**config.mk**
```make
export PLATFORM = sky130hd
export DESIGN_NAME = m_shiftseq
export DESIGN_NICKNAME = d
export VERILOG_FILES = /design/src/rtl/m_shiftseq.sv
export SDC_FILE = /design/constraint.sdc
export NUM_CORES = 1
export LEC_CHECK = 0
export CORE_MARGIN = 1
export CORE_UTILIZATION = 46
export CTS_CLUSTER_DIAMETER = 120
export DETAILED_ROUTE_END_ITERATION = 10
export PLACE_DENSITY = 0.82
export SETUP_SLACK_MARGIN = 0.4
export SYNTH_ARGS = -nofsm -noshare
export SYNTH_HDL_FRONTEND = slang
export SYNTH_SLANG_ARGS = --single-unit
```
**constraint.sdc**
```tcl
create_clock -name clk -period 2.1 [get_ports clk]
set_input_delay 0.42 -clock clk [delete_from_list [all_inputs] [get_ports clk]]
set_output_delay 0.42 -clock clk [all_outputs]
set_load 0.05 [all_outputs]
```
**src/rtl/m_shiftseq.sv**
```systemverilog
// -----------------------------------------------------------------------------
// m_shiftseq -- sequencer for a bit-serial 32-bit shifter.
//
// Latches an operand and a shift opcode on an accepted start, asks the
// external shift counter to load its count, then shifts the result register
// one bit per cycle until the counter reports zero, and finally pulses done.
//
// Ports
//   clk        in   1   system clock, rising edge
//   rstn       in   1   asynchronous active-low reset
//   start      in   1   request one shift operation (honoured in IDLE only)
//   op         in   2   00 SLL, 01 SRL, 11 SRA, 10 reserved (acts as SRL)
//   byteop     in   1   byte-lane shift request (used only with the macro below)
//   A          in  32   operand, sampled with start
//   lastshift  in   1   shift counter at zero (valid while s_shift[1]=1)
//   s_shift    out  2   counter op: 00 load B, 01 load B[1:0]*8, 10 down, 11 hold
//   Q          out 32   shift result register
//   busy       out  1   operation in progress
//   done       out  1   one-cycle pulse, Q valid
//
// Configuration
//   SHIFTSEQ_BYTESTEP_EN  defined: byteop is latched with start and, when set,
//                         LOAD asks the counter for B[1:0]*8 (s_shift=01).
//                         undefined: byteop is ignored, LOAD always uses 00.
// -----------------------------------------------------------------------------
module m_shiftseq (
   input  logic        clk,
   input  logic        rstn,
   input  logic        start,
   input  logic [1:0]  op,
   input  logic        byteop,
   input  logic [31:0] A,
   input  logic        lastshift,
   output logic [1:0]  s_shift,
   output logic [31:0] Q,
   output logic        busy,
   output logic        done
);

   typedef enum logic [1:0] {
      ST_IDLE  = 2'd0,
      ST_LOAD  = 2'd1,
      ST_SHIFT = 2'd2,
      ST_DONE  = 2'd3
   } state_t;

   localparam logic [1:0] CNT_LOAD_B    = 2'b00;
   localparam logic [1:0] CNT_LOAD_BYTE = 2'b01;
   localparam logic [1:0] CNT_DOWN      = 2'b10;
   localparam logic [1:0] CNT_HOLD      = 2'b11;

   state_t      state_q, state_d;
   logic [31:0] q_q, q_d;
   logic [1:0]  op_q, op_d;
   logic        load_byte_s;

   // One shift step; the reserved opcode 10 falls through to SRL.
   function automatic logic [31:0] shift_step(input logic [31:0] val,
                                              input logic [1:0]  code);
      logic [31:0] res;
      case (code)
         2'b00:   res = {val[30:0], 1'b0};
         2'b11:   res = {val[31], val[31:1]};
         default: res = {1'b0, val[31:1]};
      endcase
      return res;
   endfunction

`ifdef SHIFTSEQ_BYTESTEP_EN
   logic byteop_q, byteop_d;

   // Byte-lane request captured alongside the operand.
   always_ff @(posedge clk or negedge rstn) begin
      if (!rstn) begin
         byteop_q <= 1'b0;
      end else begin
         byteop_q <= byteop_d;
      end
   end

   // Only an accepted start may change the stored byte-lane request.
   always_comb begin
      byteop_d = byteop_q;
      if ((state_q == ST_IDLE) && start) begin
         byteop_d = byteop;
      end else begin
         byteop_d = byteop_q;
      end
   end

   assign load_byte_s = byteop_q;
`else
   logic unused_byteop_s;

   assign unused_byteop_s = byteop;
   assign load_byte_s     = 1'b0;
`endif

   // State, result and opcode registers.
   always_ff @(posedge clk or negedge rstn) begin
      if (!rstn) begin
         state_q <= ST_IDLE;
         q_q     <= 32'h0000_0000;
         op_q    <= 2'b00;
      end else begin
         state_q <= state_d;
         q_q     <= q_d;
         op_q    <= op_d;
      end
   end

   // Next-state logic; lastshift is only looked at in SHIFT.
   always_comb begin
      state_d = state_q;
      case (state_q)
         ST_IDLE: begin
            if (start) begin
               state_d = ST_LOAD;
            end else begin
               state_d = ST_IDLE;
            end
         end
         ST_LOAD:  state_d = ST_SHIFT;
         ST_SHIFT: begin
            if (lastshift) begin
               state_d = ST_DONE;
            end else begin
               state_d = ST_SHIFT;
            end
         end
         ST_DONE:  state_d = ST_IDLE;
         default:  state_d = ST_IDLE;
      endcase
   end

   // Datapath: capture operand on accepted start, step while counter nonzero.
   always_comb begin
      q_d  = q_q;
      op_d = op_q;
      case (state_q)
         ST_IDLE: begin
            if (start) begin
               q_d  = A;
               op_d = op;
            end else begin
               q_d  = q_q;
               op_d = op_q;
            end
         end
         ST_SHIFT: begin
            if (!lastshift) begin
               q_d = shift_step(q_q, op_q);
            end else begin
               q_d = q_q;
            end
         end
         default: begin
            q_d  = q_q;
            op_d = op_q;
         end
      endcase
   end

   // Moore outputs decoded from the state register.
   always_comb begin
      s_shift = CNT_HOLD;
      busy    = 1'b0;
      done    = 1'b0;
      case (state_q)
         ST_IDLE: begin
            s_shift = CNT_HOLD;
         end
         ST_LOAD: begin
            s_shift = load_byte_s ? CNT_LOAD_BYTE : CNT_LOAD_B;
            busy    = 1'b1;
         end
         ST_SHIFT: begin
            s_shift = CNT_DOWN;
            busy    = 1'b1;
         end
         ST_DONE: begin
            s_shift = CNT_HOLD;
            done    = 1'b1;
         end
         default: begin
            s_shift = CNT_HOLD;
         end
      endcase
   end

   assign Q = q_q;

endmodule
```
==> metrics.txt, run 1 <==
post-DR vias/cell=between 5 and 6; vias in the first global route=2042; Die ar.=approximately 5200 sq um; Avg Inst Size Synth=between 9 and 10 sq um; initial core utilization=0.480; worst r2r path cells=7; syn nets=between 200 and 300; # setup viols final=0; Synth area leaders=dfrtp_1, mux2_2, nand3b_1, a31oi_1, o21ai_0; CP Cell Sequence=inv_1 > ha_4 > nand2_1 > a21boi_4 > buf_12 > buf_16 > mux2_2; pin count of the biggest net entering global routing=between 60 and 70; Crit Path Category=flip-flop to flip-flop; largest area contributor in the netlist=dfrtp_1; Startpoint Class=flip-flop; core footprint=between 4000 and 5000 sq um; WP data arrival=1.90 ns; crit-path max FO=8; Fin Setup TNS=0 ns; kind of cell adding the most delay to the critical path=flip-flops; synthesized instance count=236; clock buffer count from CTS=5; fin worst setup slack=around 0.38 ns; final-layout fill cell count=372; antenna violations before repair=0; maximum buffer depth of the clock tree=2; Critical path origin=state_q[1]; Die Y=72.2 microns; final clock skew=approximately 0.0051 ns; post-detail-place hpwl=~3500 microns; Layout Nets=around 360; CP Depth=7; # diodes=0; CTS tree=yes; synth unique cells=23; post-route antenna net violation count=0; DR vias=about 2200; worst hold path class=input pin to async pin; Post-Syn Area=approximately 2300 sq um; final max-slew violation count=0; # DRC=0; RR Startpoint=state_q[1]; 1st-pass router iterations=5; Ports=75; layout cells sized above 1=0.224; all-layer global routing usage=0.239; global route overflow=0; Clk Latency, worst-skew pair=roughly 0.29 ns; RSZ-0062 raised after global routing=yes; maxcap violations=0; status=completed; crit path capture=Q[5]; Area growth, synth to finish=47.8%; FF-to-FF setup slack=0.38 ns; YS warnings=0; Synth top area share=0.398; Final Cycle Share=0.820; clock-pin slew on the worst setup and hold paths=0.07 ns; CP bufs+invs=3; final hold vios=0; WL final=roughly 6200 microns; Placement Rows=25; Seq/Total Area, Yosys=0.398; Initial DRC Count=approximately 190; CTS sink cnt=36; Clock Tree Root=clkbuf_8; Max transition margin=0.451; Die Width=around 72 microns; multi-input logic area=between 1000 and 1500 sq um; Worst EP required=between 2 and 2.5 ns; count of input and output buffers=between 70 and 80; flops & latches, synth=36; wire per inst=roughly 16 microns; global-route wire length before repair=roughly 9700 microns; Worst setup EP type=flip-flop; H-tree levels=2; Reg area=901 sq um; minimum clock period=roughly 1.7 ns; Hold Buf Count CTS=0; Slew @ Worst Pin=approximately 0.82 ns; Max stage delay on crit path=roughly 0.40 ns; reg-to-reg endpoint=Q[5]; Routability Congestion=around 0.73; fmax=around 580 MHz; dpl ws=about 0.24 ns; Crit-path slowest cell=dfrtp_1
## registers in the layout, indices dropped and copies added (netlist names)
signal,flops
Q,32
op_q,2
state_q,2
## Yosys cell counts
cell	number
a21boi_4	1
a221o_1	1
a22o_1	1
a31oi_1	30
and2_1	1
buf_1	3
buf_2	9
buf_6	3
clkbuf_1	7
dfrtp_1	36
ha_1	6
inv_1	7
mux2_1	2
mux2_2	31
mux2_4	1
nand2_1	2
nand2b_1	1
nand3b_1	30
nor2_1	30
nor4bb_1	1
o211ai_1	1
o21ai_0	31
o21ai_1	1
## cells in the final DEF, fill, tap and decap left out, drive strengths merged, types with 5 or more instances in the layout
| cell type | netlist | final |
|---|---|---|
| inv | 7 | 7 |
| dlygate4sd2 | 0 | 27 |
| o21ai | 32 | 32 |
| dfrtp | 36 | 36 |
| clkdlybuf4s15 | 0 | 5 |
| clkdlybuf4s50 | 0 | 36 |
| buf | 15 | 19 |
| nor2 | 30 | 30 |
| ha | 6 | 6 |
| clkbuf | 7 | 11 |
| a31oi | 30 | 30 |
| nand3b | 30 | 30 |
| mux2 | 34 | 34 |
## through the flow
step / utilization / instances / instance area, sq um / hold slack, ns
global route: 0.709 / 379 / 3350 / 0.289
floorplan: - / 236 / 2270 / 0.124
global placement: 0.650 / 361 / 3070 / 0.519
finish: 0.709 / 379 / 3350 / 0.217
detailed placement: 0.650 / 361 / 3070 / 0.530
CTS: 0.689 / 375 / 3250 / 0.255
## worst min path at each step
stage          slack (ns)  startpoint      end
3_5_place_dp         0.53       Q[12]    Q[12]
3_3_place_gp         0.52     op_q[1]  op_q[1]
2_1_floorplan        0.12        rstn     Q[0]
6_report             0.22        rstn    Q[25]
4_1_cts              0.26        rstn    Q[26]
5_1_grt              0.29        rstn    Q[26]
## routing by layer
layer / GRT usage / vias to the layer above / share of wire
met5: 0 / - / 0
met4: 0.0850 / 0 / 0.018
met3: 0.0583 / 12 / 0.072
met2: 0.400 / 89 / 0.50
met1: 0.300 / 1050 / 0.41
li1: - / 1016 / -
## cell families after synthesis
family,after synthesis,share of synthesized area
multiplexers,34,0.171
AND/OR/NAND/NOR,65,0.162
AO/OA/AOI/OAI,66,0.173
adder cells (fa/ha/maj),6,0.0331
buffers and inverters,29,0.0630
flip-flops,36,0.398
## layout make-up
type                       instances  area share
timing repair buffer              90       0.289
multi-input combinational        171       0.382
inverter                           7     0.00784
clock buffer                       8      0.0269
tap                               67      0.0250
sequential                        36       0.269
## timing repair
action	in CTS	in global routing
buffers inserted	4	1
gates resized for setup	43	16
pin swaps	0	2
gates cloned	2	3
endpoints found under the hold margin	0	0
setup endpoints to repair	66	35
Power of run 1 is not shown: default switching activity piles up to over one toggle a cycle in this logic, so the estimate is an artifact.
==> run 2, diff against run 1 <==
--- a/config.mk
+++ b/config.mk
@@ -6,10 +6,10 @@
 export NUM_CORES = 1
 export LEC_CHECK = 0
 export CORE_MARGIN = 1
-export CORE_UTILIZATION = 46
+export CORE_UTILIZATION = 42
 export CTS_CLUSTER_DIAMETER = 120
 export DETAILED_ROUTE_END_ITERATION = 10
-export PLACE_DENSITY = 0.82
+export PLACE_DENSITY = 0.79
 export SETUP_SLACK_MARGIN = 0.4
 export SYNTH_ARGS = -nofsm -noshare
 export SYNTH_HDL_FRONTEND = slang
==> constraint.sdc (replaced) <==
create_clock -name clk -period 1.5 [get_ports clk]
set_input_delay 0.3 -clock clk [delete_from_list [all_inputs] [get_ports clk]]
set_output_delay 0.3 -clock clk [all_outputs]
set_load 0.05 [all_outputs]
==> run 2 against run 1 <==
  * The run now ends with negative setup slack left
  * Maximum frequency up 3.3%
  * Worst hold slack improved by 0.25 ns
  * First-iteration DRC count down 40%
  * Cell area rose by 19%
  * Non-clock buffer count rose by 26
  * Highest routed layer unchanged
  * Largest cell class is now non-clock buffers
  * Sequential share of layout area is 3.8 points lower
  * Setup slack lost 0.54 ns
  * Global-route usage grew 0.42 points
  * Critical path depth shrank 1
  * Clock-buffer cell count decreased by 2
  * Via count is 5.8% higher
==> metrics.txt, run 2 (synthesis gave the netlist of run 1 again) <==
crit-path max FO=18 (was 8); all-layer global routing usage=0.243 (was 0.239); wire per inst=16.2 microns (was 16.3 microns); maxcap violations=0 (unchanged); Layout Nets=382 (was 356); # DRC=0 (unchanged); status=finished, violations left (was completed); post-detail-place hpwl=4250 microns (was 3500 microns); global route overflow=0 (unchanged); post-DR vias/cell=5.62 (was 5.72); Worst EP required=1.67 ns (was 2.28 ns); H-tree levels=2 (unchanged); FF-to-FF setup slack=-0.17 ns (was 0.38 ns); Die ar.=5690 sq um (was 5210 sq um); 1st-pass router iterations=4 (was 5); Initial DRC Count=113 (was 187); final max-slew violation count=0 (unchanged); Worst setup EP type=flip-flop (unchanged); max reg flops=32 (unchanged); # diodes=0 (unchanged); pin count of the biggest net entering global routing=32 (was 63); clock-pin slew on the worst setup and hold paths=0.08 ns (was 0.07 ns); Ports=75 (unchanged); clock buffer count from CTS=5 (unchanged); core footprint=5140 sq um (was 4720 sq um); Crit Path Category=flip-flop to flip-flop (unchanged); WL final=6590 microns (was 6180 microns); Die Width=75.5 microns (was 72.2 microns); Placed Area=3600 sq um (was 3070 sq um); final clock skew=0.00782 ns (was 0.00508 ns); WP data arrival=1.84 ns (was 1.90 ns); # setup viols final=34 (was 0); minimum clock period=1.67 ns (was 1.72 ns); final-layout fill cell count=329 (was 372); CTS tree=yes (unchanged); cell area after layout=3990 sq um (was 3350 sq um); Clk Latency, worst-skew pair=0.29 ns (about the same); maximum buffer depth of the clock tree=2 (unchanged); Clock Tree Root=clkbuf_8 (unchanged); antenna violations before repair=0 (unchanged); fmax=600 MHz (was 581 MHz); Max transition margin=0.715 (was 0.451); Startpoint Class=flip-flop (unchanged); most common cell after layout, fill and taps aside=buf_12; DR vias=2293 (was 2167); Slew @ Worst Pin=0.428 ns (was 0.824 ns); Routability Congestion=0.765 (was 0.734); count of input and output buffers=73 (unchanged); CTS sink cnt=36 (unchanged); failing checks=negative setup slack; layout cells sized above 1=0.447 (was 0.224); final hold vios=0 (unchanged); post-route antenna net violation count=0 (unchanged); Final Cycle Share=1.11 (was 0.820); vias in the first global route=2181 (was 2042); Placement Rows=26 (was 25); global-route wire length before repair=10500 microns (was 9680 microns); Area growth, synth to finish=76.3% (was 47.8%); initial core utilization=0.441 (was 0.480); worst hold path class=input pin to async pin (unchanged); RSZ-0062 raised after global routing=yes (unchanged); commonest non-fill, non-tap cells in the layout=buf_12, clkdlybuf4s50_1, buf_4 (was dfrtp_1, clkdlybuf4s50_1); Die Y=75.5 microns (was 72.2 microns); fin worst setup slack=-0.167 ns (was 0.378 ns)
## run 2: changes by cell type in the layout (fill, tap and decap cells not counted), sizes merged
cell,change
buf,+60
clkinvlp,+2
dlygate4sd3,+1
clkinv,+2
clkbuf,-5
inv,-2
dlygate4sd2,-27
clkdlybuf4s15,-5
## run 2: through the flow
stage               TNS [ns]  hold WS [ns]   util  std cells  worst slack, ns
finish                 -4.27         0.469  0.777        408           -0.167
detailed placement     -7.75         0.260  0.701        376           -0.268
global route           -6.61         0.497  0.777        408           -0.234
CTS                    -4.68         0.480  0.761        407           -0.169
floorplan              -1.52       0.00441      -        236          -0.0562
global placement       -7.53         0.258  0.701        376           -0.252
## run 2: repair_timing
action	4_1_cts	5_1_grt
hold buffers	1	0
setup endpoints to repair	70	71
pin swaps	0	2
endpoints found under the hold margin	16	0
resized for setup	12	33
setup buffers	22	1
## run 2: layout make-up
class | count | area [sq um] | share of cell area
Timing Repair Buffer | 116 | 1500 | 0.376
Multi-Input combinational cell | 171 | 1360 | 0.340
Sequential cell | 36 | 921 | 0.231
Tap cell | 70 | 87.6 | 0.0219
Clock buffer | 6 | 82.6 | 0.0207
Inverter | 7 | 33.8 | 0.00846
Clock inverter | 2 | 10.0 | 0.00251
## run 2: final timing paths
check,start,end,cells after the start
max in group asynchronous,rstn,Q[1],3
hold / removal,rstn,Q[2],2
setup reg to reg,state_q[1],Q[28],6
hold reg to reg,op_q[0],op_q[0],1
setup / recovery,state_q[1],Q[28],6
min in group clk,op_q[0],op_q[0],1
## run 2: worst max-delay path: stages, from the launching register on
cell	delay (ns)
dfrtp_2	0.41
inv_2	0.07
ha_4	0.17
nand2b_4	0.15
a21boi_4	0.19
buf_12	0.20
mux2_2	0.35
## run 2: routing by layer
| metal | up-vias | routed length (microns) | global-route usage |
|---|---|---|---|
| met5 | - | 0 | 0 |
| met4 | 0 | 116 | 0.0823 |
| met3 | 13 | 398 | 0.0582 |
| met2 | 91 | 3300 | 0.405 |
| met1 | 1125 | 2780 | 0.310 |
| li1 | 1064 | - | - |
Power of run 2 is left out for the same reason.
